## config.mk

```make
export PLATFORM = sky130hd
export DESIGN_NAME = lcd_cmd_seq
export DESIGN_NICKNAME = d
export VERILOG_FILES = /design/src/rtl/lcd_pkg.sv /design/src/rtl/lcd_cmd_fifo.sv /design/src/rtl/lcd_cmd_seq.sv
export SDC_FILE = /design/constraint.sdc
export NUM_CORES = 1
export LEC_CHECK = 0
export ABC_AREA = 1
export CAP_MARGIN = 20
export CELL_PAD_IN_SITES_DETAIL_PLACEMENT = 0
export CELL_PAD_IN_SITES_GLOBAL_PLACEMENT = 1
export CORE_UTILIZATION = 48
export CTS_CLUSTER_DIAMETER = 30
export CTS_CLUSTER_SIZE = 10
export DETAILED_ROUTE_END_ITERATION = 16
export GPL_ROUTABILITY_DRIVEN = 0
export PLACE_DENSITY_LB_ADDON = 0.12
export SKIP_CTS_REPAIR_TIMING = 1
export SLEW_MARGIN = 10
export SYNTH_ARGS = -nofsm -noshare
export SYNTH_HDL_FRONTEND = slang
export SYNTH_SLANG_ARGS = --single-unit
```

## constraint.sdc

```tcl
create_clock -name clk -period 2.92 [get_ports clk]
set_input_delay 0.876 -clock clk [delete_from_list [all_inputs] [get_ports clk]]
set_output_delay 0.876 -clock clk [all_outputs]
set_load 0.01 [all_outputs]
```

## src/rtl/lcd_pkg.sv

```systemverilog
// -----------------------------------------------------------------------------
// lcd_pkg
// Shared definitions for the LCD command sequencer:
//   - 3-bit LCD command encodings understood by the downstream controller
//   - sequencer FSM state type and state constants
//   - default command FIFO depth
// -----------------------------------------------------------------------------
package lcd_pkg;

    localparam int DEFAULT_DEPTH = 8;

    typedef logic [2:0] lcd_cmd_t;

    localparam lcd_cmd_t CMD_WRITE    = 3'd0;
    localparam lcd_cmd_t CMD_UP       = 3'd1;
    localparam lcd_cmd_t CMD_DOWN     = 3'd2;
    localparam lcd_cmd_t CMD_LEFT     = 3'd3;
    localparam lcd_cmd_t CMD_RIGHT    = 3'd4;
    localparam lcd_cmd_t CMD_AVERAGE  = 3'd5;
    localparam lcd_cmd_t CMD_MIRROR_X = 3'd6;
    localparam lcd_cmd_t CMD_MIRROR_Y = 3'd7;

    typedef logic [2:0] seq_state_t;

    localparam seq_state_t ST_IDLE     = 3'd0;
    localparam seq_state_t ST_STROBE   = 3'd1;
    localparam seq_state_t ST_WAIT_HI  = 3'd2;
    localparam seq_state_t ST_WAIT_LO  = 3'd3;
    localparam seq_state_t ST_FINISHED = 3'd4;

endpackage

```

## src/rtl/lcd_cmd_fifo.sv

```systemverilog
// -----------------------------------------------------------------------------
// lcd_cmd_fifo
// Circular-buffer FIFO holding pending LCD commands.
//   clk, reset : clock, asynchronous active-high reset
//   push       : write wr_data (ignored when full)
//   pop        : discard the head entry (ignored when empty)
//   flush      : empty the FIFO; takes priority over push/pop
//   wr_data    : command to enqueue
//   rd_data    : current head entry (valid when !empty)
//   full/empty : occupancy flags
//   count      : number of stored entries, 0..DEPTH
// DEPTH must be a power of two so the pointers wrap naturally.
// -----------------------------------------------------------------------------
module lcd_cmd_fifo
    import lcd_pkg::*;
#(
    parameter int DEPTH = DEFAULT_DEPTH,
    parameter int WIDTH = 3
) (
    input  logic                     clk,
    input  logic                     reset,
    input  logic                     push,
    input  logic                     pop,
    input  logic                     flush,
    input  logic [WIDTH-1:0]         wr_data,
    output logic [WIDTH-1:0]         rd_data,
    output logic                     full,
    output logic                     empty,
    output logic [$clog2(DEPTH):0]   count
);

    localparam int PTR_W = $clog2(DEPTH);
    localparam logic [PTR_W:0] FULL_COUNT = (PTR_W + 1)'(DEPTH);

    logic [WIDTH-1:0] mem [DEPTH];
    logic [PTR_W-1:0] wr_ptr;
    logic [PTR_W-1:0] rd_ptr;
    logic             do_push;
    logic             do_pop;

    assign full    = (count == FULL_COUNT);
    assign empty   = (count == '0);
    assign do_push = push && !full;
    assign do_pop  = pop && !empty;
    assign rd_data = mem[rd_ptr];

    // NOTE: the storage array has no reset; an entry is only ever read after
    // it has been written, so resetting it would only add reset fan-out.
    always_ff @(posedge clk) begin
        if (do_push) begin
            mem[wr_ptr] <= wr_data;
        end
    end

    // NOTE: all sequential state uses non-blocking assignments so every
    // register samples the pre-edge values regardless of statement order.
    always_ff @(posedge clk or posedge reset) begin
        if (reset) begin
            wr_ptr <= '0;
            rd_ptr <= '0;
            count  <= '0;
        end else if (flush) begin
            wr_ptr <= '0;
            rd_ptr <= '0;
            count  <= '0;
        end else begin
            if (do_push) begin
                wr_ptr <= wr_ptr + 1'b1;
            end
            if (do_pop) begin
                rd_ptr <= rd_ptr + 1'b1;
            end
            // Simultaneous push and pop leaves the occupancy unchanged.
            case ({do_push, do_pop})
                2'b10:   count <= count + 1'b1;
                2'b01:   count <= count - 1'b1;
                default: count <= count;
            endcase
        end
    end

endmodule

```

## src/rtl/lcd_cmd_seq.sv

```systemverilog
// -----------------------------------------------------------------------------
// lcd_cmd_seq
// Buffers host LCD commands and issues them one at a time to the LCD
// controller, following its busy handshake. The session ends when a Write
// command completes with done asserted.
//   clk, reset : clock, asynchronous active-high reset
//   in_cmd     : host command (see lcd_pkg encodings)
//   in_valid   : host push request
//   in_ready   : FIFO can accept; push on in_valid && in_ready
//   busy       : controller busy (registered in the controller)
//   done       : controller write-complete, only looked at in WAIT_LO
//   cmd        : command to the controller, held until the next issue
//   cmd_valid  : one-cycle issue strobe
//   seq_done   : session finished, sticky until reset
//   issue_cnt  : saturating count of issued commands
// -----------------------------------------------------------------------------
module lcd_cmd_seq
    import lcd_pkg::*;
#(
    parameter int DEPTH = DEFAULT_DEPTH,
    parameter int CNT_W = 8
) (
    input  logic             clk,
    input  logic             reset,
    input  logic [2:0]       in_cmd,
    input  logic             in_valid,
    output logic             in_ready,
    input  logic             busy,
    input  logic             done,
    output logic [2:0]       cmd,
    output logic             cmd_valid,
    output logic             seq_done,
    output logic [CNT_W-1:0] issue_cnt
);

    localparam int CW = $clog2(DEPTH) + 1;
    localparam logic [CW-1:0] FULL_COUNT = CW'(DEPTH);

    seq_state_t       state;
    lcd_cmd_t         head;
    logic             fifo_full;
    logic             fifo_empty;
    logic [CW-1:0]    fifo_count;
    logic             push;
    logic             pop;
    logic             flush;

    assign seq_done = (state == ST_FINISHED);
    assign in_ready = (fifo_count != FULL_COUNT) && !seq_done;

    // Same acceptance condition as in_ready, expressed with the FIFO's own
    // full flag.
    assign push  = in_valid && !fifo_full && !seq_done;
    assign pop   = (state == ST_IDLE) && !busy && !fifo_empty;
    assign flush = seq_done;

    lcd_cmd_fifo #(
        .DEPTH (DEPTH),
        .WIDTH (3)
    ) u_fifo (
        .clk     (clk),
        .reset   (reset),
        .push    (push),
        .pop     (pop),
        .flush   (flush),
        .wr_data (in_cmd),
        .rd_data (head),
        .full    (fifo_full),
        .empty   (fifo_empty),
        .count   (fifo_count)
    );

    always_ff @(posedge clk or posedge reset) begin
        if (reset) begin
            state     <= ST_IDLE;
            cmd       <= CMD_WRITE;
            cmd_valid <= 1'b0;
            issue_cnt <= '0;
        end else begin
            case (state)
                ST_IDLE: begin
                    // Also parks here during the controller's power-up image
                    // load, which it signals by holding busy high.
                    if (pop) begin
                        cmd       <= head;
                        cmd_valid <= 1'b1;
                        if (issue_cnt != '1) begin
                            issue_cnt <= issue_cnt + 1'b1;
                        end
                        state <= ST_STROBE;
                    end
                end
                ST_STROBE: begin
                    cmd_valid <= 1'b0;
                    state     <= ST_WAIT_HI;
                end
                ST_WAIT_HI: begin
                    if (busy) begin
                        state <= ST_WAIT_LO;
                    end
                end
                ST_WAIT_LO: begin
                    // cmd still holds the command just completed.
                    if (!busy) begin
                        if ((cmd == CMD_WRITE) && done) begin
                            state <= ST_FINISHED;
                        end else begin
                            state <= ST_IDLE;
                        end
                    end
                end
                ST_FINISHED: begin
                    state <= ST_FINISHED;
                end
                default: begin
                    state <= ST_IDLE;
                end
            endcase
        end
    end

endmodule

```

* Word level (Yosys, flattened, before mapping)
Memories as Yosys holds them, arrays and structs flattened. A register that Yosys moved wholly into a read port is not among the register bits. Cells that the tools add are included.
Word-level totals: register bits 22, memory bits (writable) 24, input bits 8, output and inout port bits 14, logic and storage cells 62, memories kept 1
Operators by class: add/sub/neg operators 5, eq/ne operators 12, muxes and demuxes 15, reductions and logical operators 23
Memories:
- u_fifo.mem | words 8, width 3, read ports 1, clocked after memory_dff 1, wr ports 1, line lcd_cmd_fifo.sv:35 | logic [WIDTH-1:0] mem [DEPTH];
Operator list (number):
- 2-to-1 mux 3 bit | 8
- case mux 3 bit (5 select lines) | 1
- adder 8 x 1 -> 8 bit, second input constant | 1
- logical AND 1 bit | 8
- inequality test 8 bit, second input constant | 1
- case mux 4 bit (2 select lines) | 1
- adder 3 x 1 -> 3 bit, second input constant | 2
- equality test 3 x 2 -> 1 bit, second input constant | 2
- zero test 3 bit | 2
- AND reduction 3 bit | 2
- nonzero test 2 bit | 3
- adder 4 x 1 -> 4 bit, second input constant | 1
- equality test 4 bit, second input constant | 1
- zero test 1 bit | 4
- zero test 4 bit | 1
- 2-to-1 mux 4 bit | 1
- inequality test 2 bit, second input constant | 2
- inequality test 4 bit, second input constant | 1
- AND reduction 2 bit | 2
- subtractor 4 x 1 -> 4 bit, second input constant | 1
- equality test 3 x 1 -> 1 bit, second input constant | 1
- equality test 3 bit, second input constant | 1
- 2-to-1 mux 1 bit | 3
- nonzero test 3 bit | 1
- 4 further kinds | 4

* Depth between registers and ports, before layout
Gate-level depths: netlist of run 1.
depth after elaboration 8, gate-level depth with buffers 14, gate-level depth less buffers 14

* Hierarchy
From an unflattened synthesis of run 1, not the netlist that was laid out.
Second synthesis, totals: cells, all modules 280, area total of the unflattened synthesis 2477.4 um^2
By module, submodules not included:
- lcd_cmd_fifo | times used 1, cells an instance 167, area an instance 1627.8 um^2, seq. area each 970.9 um^2
- lcd_cmd_seq | times used 1, cells an instance 113, area an instance 849.6 um^2, seq. area each 375.4 um^2

* Worst setup path after synthesis of run 1
No wires, ideal clock.
path type input-to-reg, from in busy, to reg u_fifo.count[3], setup time 117 ps, arrival 2048 ps, required time 2803 ps, path slack 755 ps, stages on the path 13, cells stage by stage inv_1 > nand3_2 > nor2_4 > buf_8 > nand2_4 > inv_1 > ha_1 > inv_1 > nor2_1 > nor2_1 > nand3_1 > nand3_1 > nand2_1
Between the ends: word-level cells in the longest chain between the ends 7, elaborated cells on any way between the ends 9, classes of those cells eq/ne (2); mux (2); reduce/logical (5)
Ends and longest elaborated chain:
- start, declared | line lcd_cmd_seq.sv:28 | input logic busy,
- zero test 1 bit (*)
- logical AND 1 bit (*) (2 in a row) | line lcd_cmd_seq.sv:54 | assign pop = (state == ST_IDLE) && !busy && !fifo_empty;
- logical AND 1 bit (*) | line lcd_cmd_fifo.sv:44 | assign do_pop = pop && !empty;
- equality test 2 x 1 -> 1 bit or equality test 2 bit (tied branches) | line lcd_cmd_fifo.sv:74 | case ({do_push, do_pop})
- case mux 4 bit (2 select lines) | line lcd_cmd_fifo.sv:74
- 2-to-1 mux 4 bit | line lcd_cmd_fifo.sv:62 | end else if (flush) begin
- end signal, assigned | line lcd_cmd_fifo.sv:75 | 2'b10: count <= count + 1'b1;
- end signal, assigned | line lcd_cmd_fifo.sv:76 | 2'b01: count <= count - 1'b1;
- end signal, assigned | line lcd_cmd_fifo.sv:77 | default: count <= count;
- end, declared | line lcd_cmd_fifo.sv:29 | output logic [$clog2(DEPTH):0] count
Every way passes the cells marked *; elsewhere a longest branch is shown, timed or not. A chain may end at the register's enable or synchronous reset.

* Final worst setup path of run 1
from reg state[1], to out seq_done
Between the ends: word-level cells in the longest chain between the ends 1
Ends and longest elaborated chain:
- start, declared | line lcd_cmd_seq.sv:39 | seq_state_t state;
- start signal, assigned | line lcd_cmd_seq.sv:75 | state <= ST_IDLE;
- start signal, assigned | line lcd_cmd_seq.sv:90 | state <= ST_STROBE;
- start signal, assigned | line lcd_cmd_seq.sv:95 | state <= ST_WAIT_HI;
- equality test 3 bit | line lcd_cmd_seq.sv:48 | assign seq_done = (state == ST_FINISHED);
- end, declared | line lcd_cmd_seq.sv:32 | output logic seq_done,
No other way between the ends.

==> key figures, run 1 <==
Status
  – Status: complete, no violations

Setup path
  – Reg2Reg Launch Point: state[1]
  – Worst Reg-to-Reg Cells: 12
  – Critical path type: register to output port
  – CP Capture Type: output port
  – WP data required: around 2.0 ns
  – Critical Path Start Type: register
  – Worst reg2reg endpoint: u_fifo.count[3]
  – Flop2flop setup slack: roughly 1.1 ns
  – Crit-path max FO: 6
  – Worst path arrival time: 1.90 ns

Yosys
  – Synth area leaders: edfxtp_1 (31%), dfrtp_1 (27%), nand2_1 (7.3%)
  – Mapped Nets: 244
  – Cell count after synthesis: 231
  – Synth warnings: 0
  – Sequential share of the synthesized area: around 58%
  – Largest area contributor in the netlist: edfxtp_1
  – Top cell type's share of synthesized area: 31.0%
  – Synthesized area per cell: around 10 um2
  – Netlist Area Pre-Place: around 2300 um2
  – Yosys cell types: 34
  – Synthesized flop and latch total: 49

STA
  – RSZ-0062 raised after global routing: false
  – Worst clock skew: 0.00492 ns
  – Worst-Margin Slew: 0.380 ns
  – Fin crit period: 2.77 ns
  – Worst slew margin: 74.7%
  – Peak Freq: about 360 MHz
  – Final period util: 95.0%
  – Fin. max-slew vios: 0
  – Hold Violations, Final: 0
  – Setup violators final: 0
  – Final setup TNS: 0 ns

Power and ir drop
  – Leak Pwr: around 1.1 nW
  – Pwr Total: 0.00243 W
  – Maximum vdd drop: 0.437 mV
  – Power density over cell area: 904 nW/um2

Finish
  – Most common library cell in the layout ignoring fill and taps: nand2_1
  – Layout area overhead: 15.4%
  – Nets: 270
  – Layout Cells excl Fill: 310
  – Most frequent cells in the layout: nand2_1 (45), nor2_1 (31), dfrtp_1 (25)
  – Fill count: a little under 400
  – Share of layout cells above drive strength 1: a little over a tenth
  – Diode count: 0

Die
  – Num ports: 22
  – Core Region: about 4500 um2
  – Die Ht: 71.6 um
  – Die width: between 70 and 80 um
  – Starting Density: 51.7%
  – Die Footprint: 5130 um2
  – Row Count: 24

Routing
  – # DRC: 0
  – First drt pass iteration count: 4
  – DR vias: 1602
  – Antenna Nets Post-Route: 0
  – Drt total wl: 3990 um
  – Vias per Instance: about 5.2
  – DR WL/cell: between 10 and 15 um
  – DRT iter0 DRCs: 43

Clock network
  – Clk_lat worst skew: ~0.30 ns
  – H-tree Lvls: 2
  – Root Driver: clkbuf_8
  – Clk sinks: just under 50
  – Max Root-Sink Buffers: 2
  – CTS tree: built
  – Total CTS buffers: 5
  – Reg clk slew, reported paths: 0.09 ns

Flow run
  – Max Cap Viol: 0

Global routing
  – Total GRT Usage: between 15 and 20%
  – Largest net degree at the start of global routing: 26
  – Wire length of the first global-routing pass: 6710 um
  – GR Overflow Total: 0
  – Antenna violations before repair: 0
  – Vias in the first global route: 1487

Worst hold path
  – Min-Delay Path Depth: 1
  – Hold Path End: cmd_valid
  – Min-delay worst type: register to register
  – Hold_sp: cmd_valid

Place
  – PortBufs: 21
  – Placed insts: 302
  – DPL Wire Length: 3030 um
[area by class of cell]
| type | count | area, um2 | share of cell area [%] |
|---|---|---|---|
| Inverter | 26 | 100 | 3.73 |
| Clock buffer | 5 | 68.8 | 2.56 |
| Sequential cell | 49 | 1350 | 50.1 |
| Clock inverter | 3 | 26.3 | 0.978 |
| Tap cell | 52 | 65.1 | 2.42 |
| Multi-Input combinational cell | 152 | 855 | 31.8 |
| Timing Repair Buffer | 23 | 225 | 8.38 |
[power breakdown]
| part | switching, W | total, W | internal, W |
|---|---|---|---|
| clock network | 0.000240 | 0.000414 | 0.000174 |
| registers | 0.000177 | 0.00109 | 0.000913 |
| logic | 0.000539 | 0.000924 | 0.000385 |
| total | 0.000955 | 0.00243 | 0.00147 |
[metrics by stage]
stage	cell area (um2)	hold slack, ns	setup slack [ns]	utilization [%]
2_1_floorplan	2330	0.493	0.755	-
3_3_place_gp	2590	0.493	0.363	57.5
3_5_place_dp	2590	0.496	0.338	57.5
4_1_cts	2690	0.517	0.137	59.6
5_1_grt	2690	0.543	0.0880	59.6
6_report	2690	0.518	0.147	59.6
[worst max-delay path, cell delays in order, from the launching register on]
cell             delay (ns)
dfrtp_1                0.43
inv_2                  0.13
nand3_4                0.12
inv_1                  0.30
clkdlybuf4s50_1        0.61
[synth_stat cells, drive strengths merged]
library cell	instances
xor2	4
dfrtp	25
nand4	2
and2	1
a21oi	4
buf	1
nor3	2
edfxtp	24
nor2	35
o22ai	3
o21ai	21
o21a	2
o211ai	4
nand3b	1
xnor2	4
ha	5
clkbuf	3
a41oi	1
inv	26
o221ai	3
nand2	48
nand3	12
[layer usage]
| layer | vias to the layer above | part of all wire [%] | wire length [um] | GRT usage [%] |
|---|---|---|---|---|
| met5 | - | 0 | 0 | 0 |
| met4 | 0 | 1.1 | 44 | 6.75 |
| met3 | 6 | 2.5 | 100 | 3.09 |
| met2 | 23 | 46 | 1840 | 26.9 |
| met1 | 750 | 50 | 2010 | 23.6 |
| li1 | 823 | - | - | - |
[registers in the layout, summed over array words and instances, names as in the netlist]
| register | cells |
|---|---|
| issue_cnt | 8 |
| u_fifo.count | 4 |
| u_fifo.mem | 24 |
| cmd_valid | 1 |
| u_fifo.wr_ptr | 3 |
| state | 3 |
| cmd | 3 |
| u_fifo.rd_ptr | 3 |
[cell families after synthesis]
logic type	Yosys count	share of synthesized area, %
compound gates	38	9.79
fa+ha+maj	5	2.69
xor+xnor	8	3.01
simple gates	101	21.2
buf+inv	30	5.43
flops	49	57.8
[worst max-delay path by stage]
stage             start              end  slack (ns)  cells past startpoint
3_3_place_gp       busy  u_fifo.count[3]        0.36                     13
6_report       state[1]         seq_done        0.15                      4
3_5_place_dp       busy  u_fifo.count[3]        0.34                     13
5_1_grt        state[1]         seq_done        0.09                      4
4_1_cts        state[1]         seq_done        0.14                      4
2_1_floorplan      busy  u_fifo.count[3]        0.76                     13
(Power assumes the default switching activity.)
==> run 2, diff against run 1 <==
--- a/config.mk
+++ b/config.mk
@@ -9,7 +9,7 @@
 export CAP_MARGIN = 20
 export CELL_PAD_IN_SITES_DETAIL_PLACEMENT = 0
 export CELL_PAD_IN_SITES_GLOBAL_PLACEMENT = 1
-export CORE_UTILIZATION = 48
+export CORE_UTILIZATION = 40
 export CTS_CLUSTER_DIAMETER = 30
 export CTS_CLUSTER_SIZE = 10
 export DETAILED_ROUTE_END_ITERATION = 16
==> run 2 against run 1 <==
First-iteration DRC count rose by 74%. Largest power group unchanged. Flip-flop and latch count unchanged. Worst setup slack improved by 0.24 ns. Hold slack improved by 0.0050 ns. Critical path type unchanged. Final cell count rose by 6.8%. Core utilization is 11 points lower.
==> key figures, run 2 (synthesis results as in run 1) <==
Status
  – Status: complete, no violations

Finish
  – Footprint of the multi-input gates: 855 um2 (unchanged)
  – Layout area overhead: 16.5%
  – Nets: 271 (+0.37%)
  – Max reg flops: 24 (unchanged)
  – Diode count: 0 (unchanged)
  – Regs by FF count: u_fifo.mem x24, issue_cnt x8, u_fifo.count x4
  – Most common library cell in the layout ignoring fill and taps: nand2_1
  – Most frequent cells in the layout: nand2_1 (45), nor2_1 (31), dfrtp_1 (25)
  – Register area: 1350 um2 (unchanged)
  – Share of layout cells above drive strength 1: 10.8% (-0.042 points)
  – Biggest register: u_fifo.mem
  – Layout Cells excl Fill: 331 (+6.8%)
  – Fill count: 529 (+33%)

Global routing
  – Vias in the first global route: 1556 (+4.6%)
  – Wire length of the first global-routing pass: 7650 um (+14%)
  – Total GRT Usage: 16.2% (-0.87 points)
  – Largest net degree at the start of global routing: 26 (unchanged)
  – Antenna violations before repair: 0 (unchanged)
  – GR Overflow Total: 0 (unchanged)

Die
  – Row Count: 27 (+13%)
  – Die Ht: 78.3 um (+9.3%)
  – Die Footprint: 6130 um2 (+19%)
  – Num ports: 22 (unchanged)
  – Starting Density: 42.0% (-9.7 points)
  – Core Region: 5540 um2 (+23%)
  – Die width: 78.3 um (+9.3%)

STA
  – Worst slew margin: 72.4% (-2.3 points)
  – Fin crit period: 2.53 ns (-0.245 ns)
  – Final period util: 86.6% (-8.4 points)
  – Final setup TNS: 0 ns (unchanged)
  – Final worst slack: 0.392 ns (+0.245 ns)
  – Worst-Margin Slew: 0.415 ns (+0.0348 ns)
  – Setup violators final: 0 (unchanged)
  – RSZ-0062 raised after global routing: false
  – Fin. max-slew vios: 0 (unchanged)
  – Peak Freq: 396 MHz (+9.7%)
  – Worst hold slack: 0.523 ns (+0.00496 ns)
  – Worst clock skew: 0.0107 ns (+0.00576 ns)
  – Hold Violations, Final: 0 (unchanged)

Power and ir drop
  – Clock Power Share: 16.4% (-0.6 points)
  – Part of the power in registers: 44.9% (about the same)
  – Psw: 0.000962 W (+0.67%)
  – Leak Pwr: 1.15 nW (+0.43%)
  – Pwr Total: 0.00243 W (+0.16%)
  – Cell Int Power: 0.00147 W (-0.17%)
  – Logic pwr share: 38.7% (+0.7 points)
  – Maximum vdd drop: 0.394 mV (-9.9%)
  – Power density over cell area: 897 nW/um2 (-0.72%)
  – Switching Share: 39.5% (+0.20 points)

Routing
  – Antenna Nets Post-Route: 0 (unchanged)
  – # DRC: 0 (unchanged)
  – DRT iter0 DRCs: 75 (+74%)
  – DR WL/cell: 13.2 um (+2.3%)
  – First drt pass iteration count: 4 (unchanged)
  – DR vias: 1589 (-0.81%)
  – Vias per Instance: 4.80 (-7.1%)
  – Drt total wl: 4360 um (+9.2%)

Setup path
  – Crit-path max FO: 6 (unchanged)
  – Flop2flop setup slack: 1.11 ns (+0.02 ns)
  – Top cell family by delay on the critical path: buffers and inverters
  – WP data required: 2.04 ns (about the same)
  – Max incr delay on CP: 0.55 ns (-0.06 ns)
  – Reg2Reg Launch Point: state[1]
  – Slowest cell on crit path: clkdlybuf4s50_1
  – Ordered list of cells on the worst path: inv_2 > nand3_4 > inv_1 > a21oi_1 > clkdlybuf4s50_1
  – Critical path type: register to output port
  – Critical Path Start Type: register
  – Worst reg2reg endpoint: u_fifo.count[3]
  – CP Capture Type: output port
  – CP Buf/Inv Count: 3 (unchanged)
  – Worst path arrival time: 1.65 ns (-0.25 ns)
  – Total stage count of the critical path: 5 (+1)
  – Crit path to: in_ready
  – Worst Reg-to-Reg Cells: 12 (unchanged)
  – Worst setup startpoint: state[1]

Place
  – PortBufs: 21 (unchanged)
  – Placed insts: 323 (+7.0%)
  – DPL Wire Length: 3210 um (+5.9%)
  – Dpl ws: 0.329 ns (-0.00916 ns)

Clock network
  – Total CTS buffers: 5 (unchanged)
  – Clk sinks: 49 (unchanged)
  – Reg clk slew, reported paths: 0.09 ns (about the same)
  – CTS tree: built
  – Clk_lat worst skew: 0.30 ns (about the same)
  – Root Driver: clkbuf_8
  – Max Root-Sink Buffers: 2 (unchanged)
  – H-tree Lvls: 2 (unchanged)

Worst hold path
  – Min-Delay Path Depth: 2 (+1)
  – Min-delay worst type: register to register

Flow run
  – Max Cap Viol: 0 (unchanged)
## run 2: cell types whose count changed in the layout (fill, tap and decap cells not counted)
cell	previous run	this run
clkinvlp_4	2	0
buf_4	2	3
clkbuf_1	0	1
clkinvlp_2	0	1
inv_6	0	1
inv_8	1	0
## run 2: area by class of cell
cell class,count,share of cell area (%)
inverters,26,3.69
flip-flops and latches,49,49.7
clock inverters,2,0.508
well taps,72,3.32
repair buffers,24,8.59
clock buffers,6,2.68
multi-input cells,152,31.5
## run 2: worst min path at each step
stage	start	end	slack [ns]
2_1_floorplan	u_fifo.count[3]	u_fifo.count[3]	0.49
3_3_place_gp	issue_cnt[6]	issue_cnt[6]	0.51
3_5_place_dp	cmd[2]	cmd[2]	0.50
4_1_cts	cmd[2]	cmd[2]	0.52
5_1_grt	issue_cnt[2]	issue_cnt[2]	0.55
6_report	cmd[2]	cmd[2]	0.52
## run 2: power by group through the flow
stage / sequential, W / combinational, W / clock (W)
floorplan: 0.00107 / 0.000682 / 0
CTS: 0.00109 / 0.000957 / 0.000409
detailed placement: 0.00111 / 0.000950 / 0
global placement: 0.00111 / 0.000948 / 0
global route: 0.00112 / 0.00109 / 0.000432
finish: 0.00109 / 0.000942 / 0.000398
## run 2: through the flow
stage | util [%] | area, um2
floorplan | - | 2330
global placement | 47.4 | 2620
detailed placement | 47.4 | 2620
CTS | 48.9 | 2710
global route | 48.9 | 2710
finish | 48.9 | 2710
## run 2: layer usage
| layer | share of wire (%) | global-route usage [%] |
|---|---|---|
| met5 | 0 | 0 |
| met4 | 0.94 | 4.44 |
| met3 | 3.5 | 3.14 |
| met2 | 44 | 24.4 |
| met1 | 52 | 23.9 |
## run 2: worst register-to-register path, delay by kind of cell (launching register included)
family	cells	cell delay, ns
fa+ha+maj	1	0.28
buf+inv	3	0.21
simple gates	8	0.81
flops	1	0.41
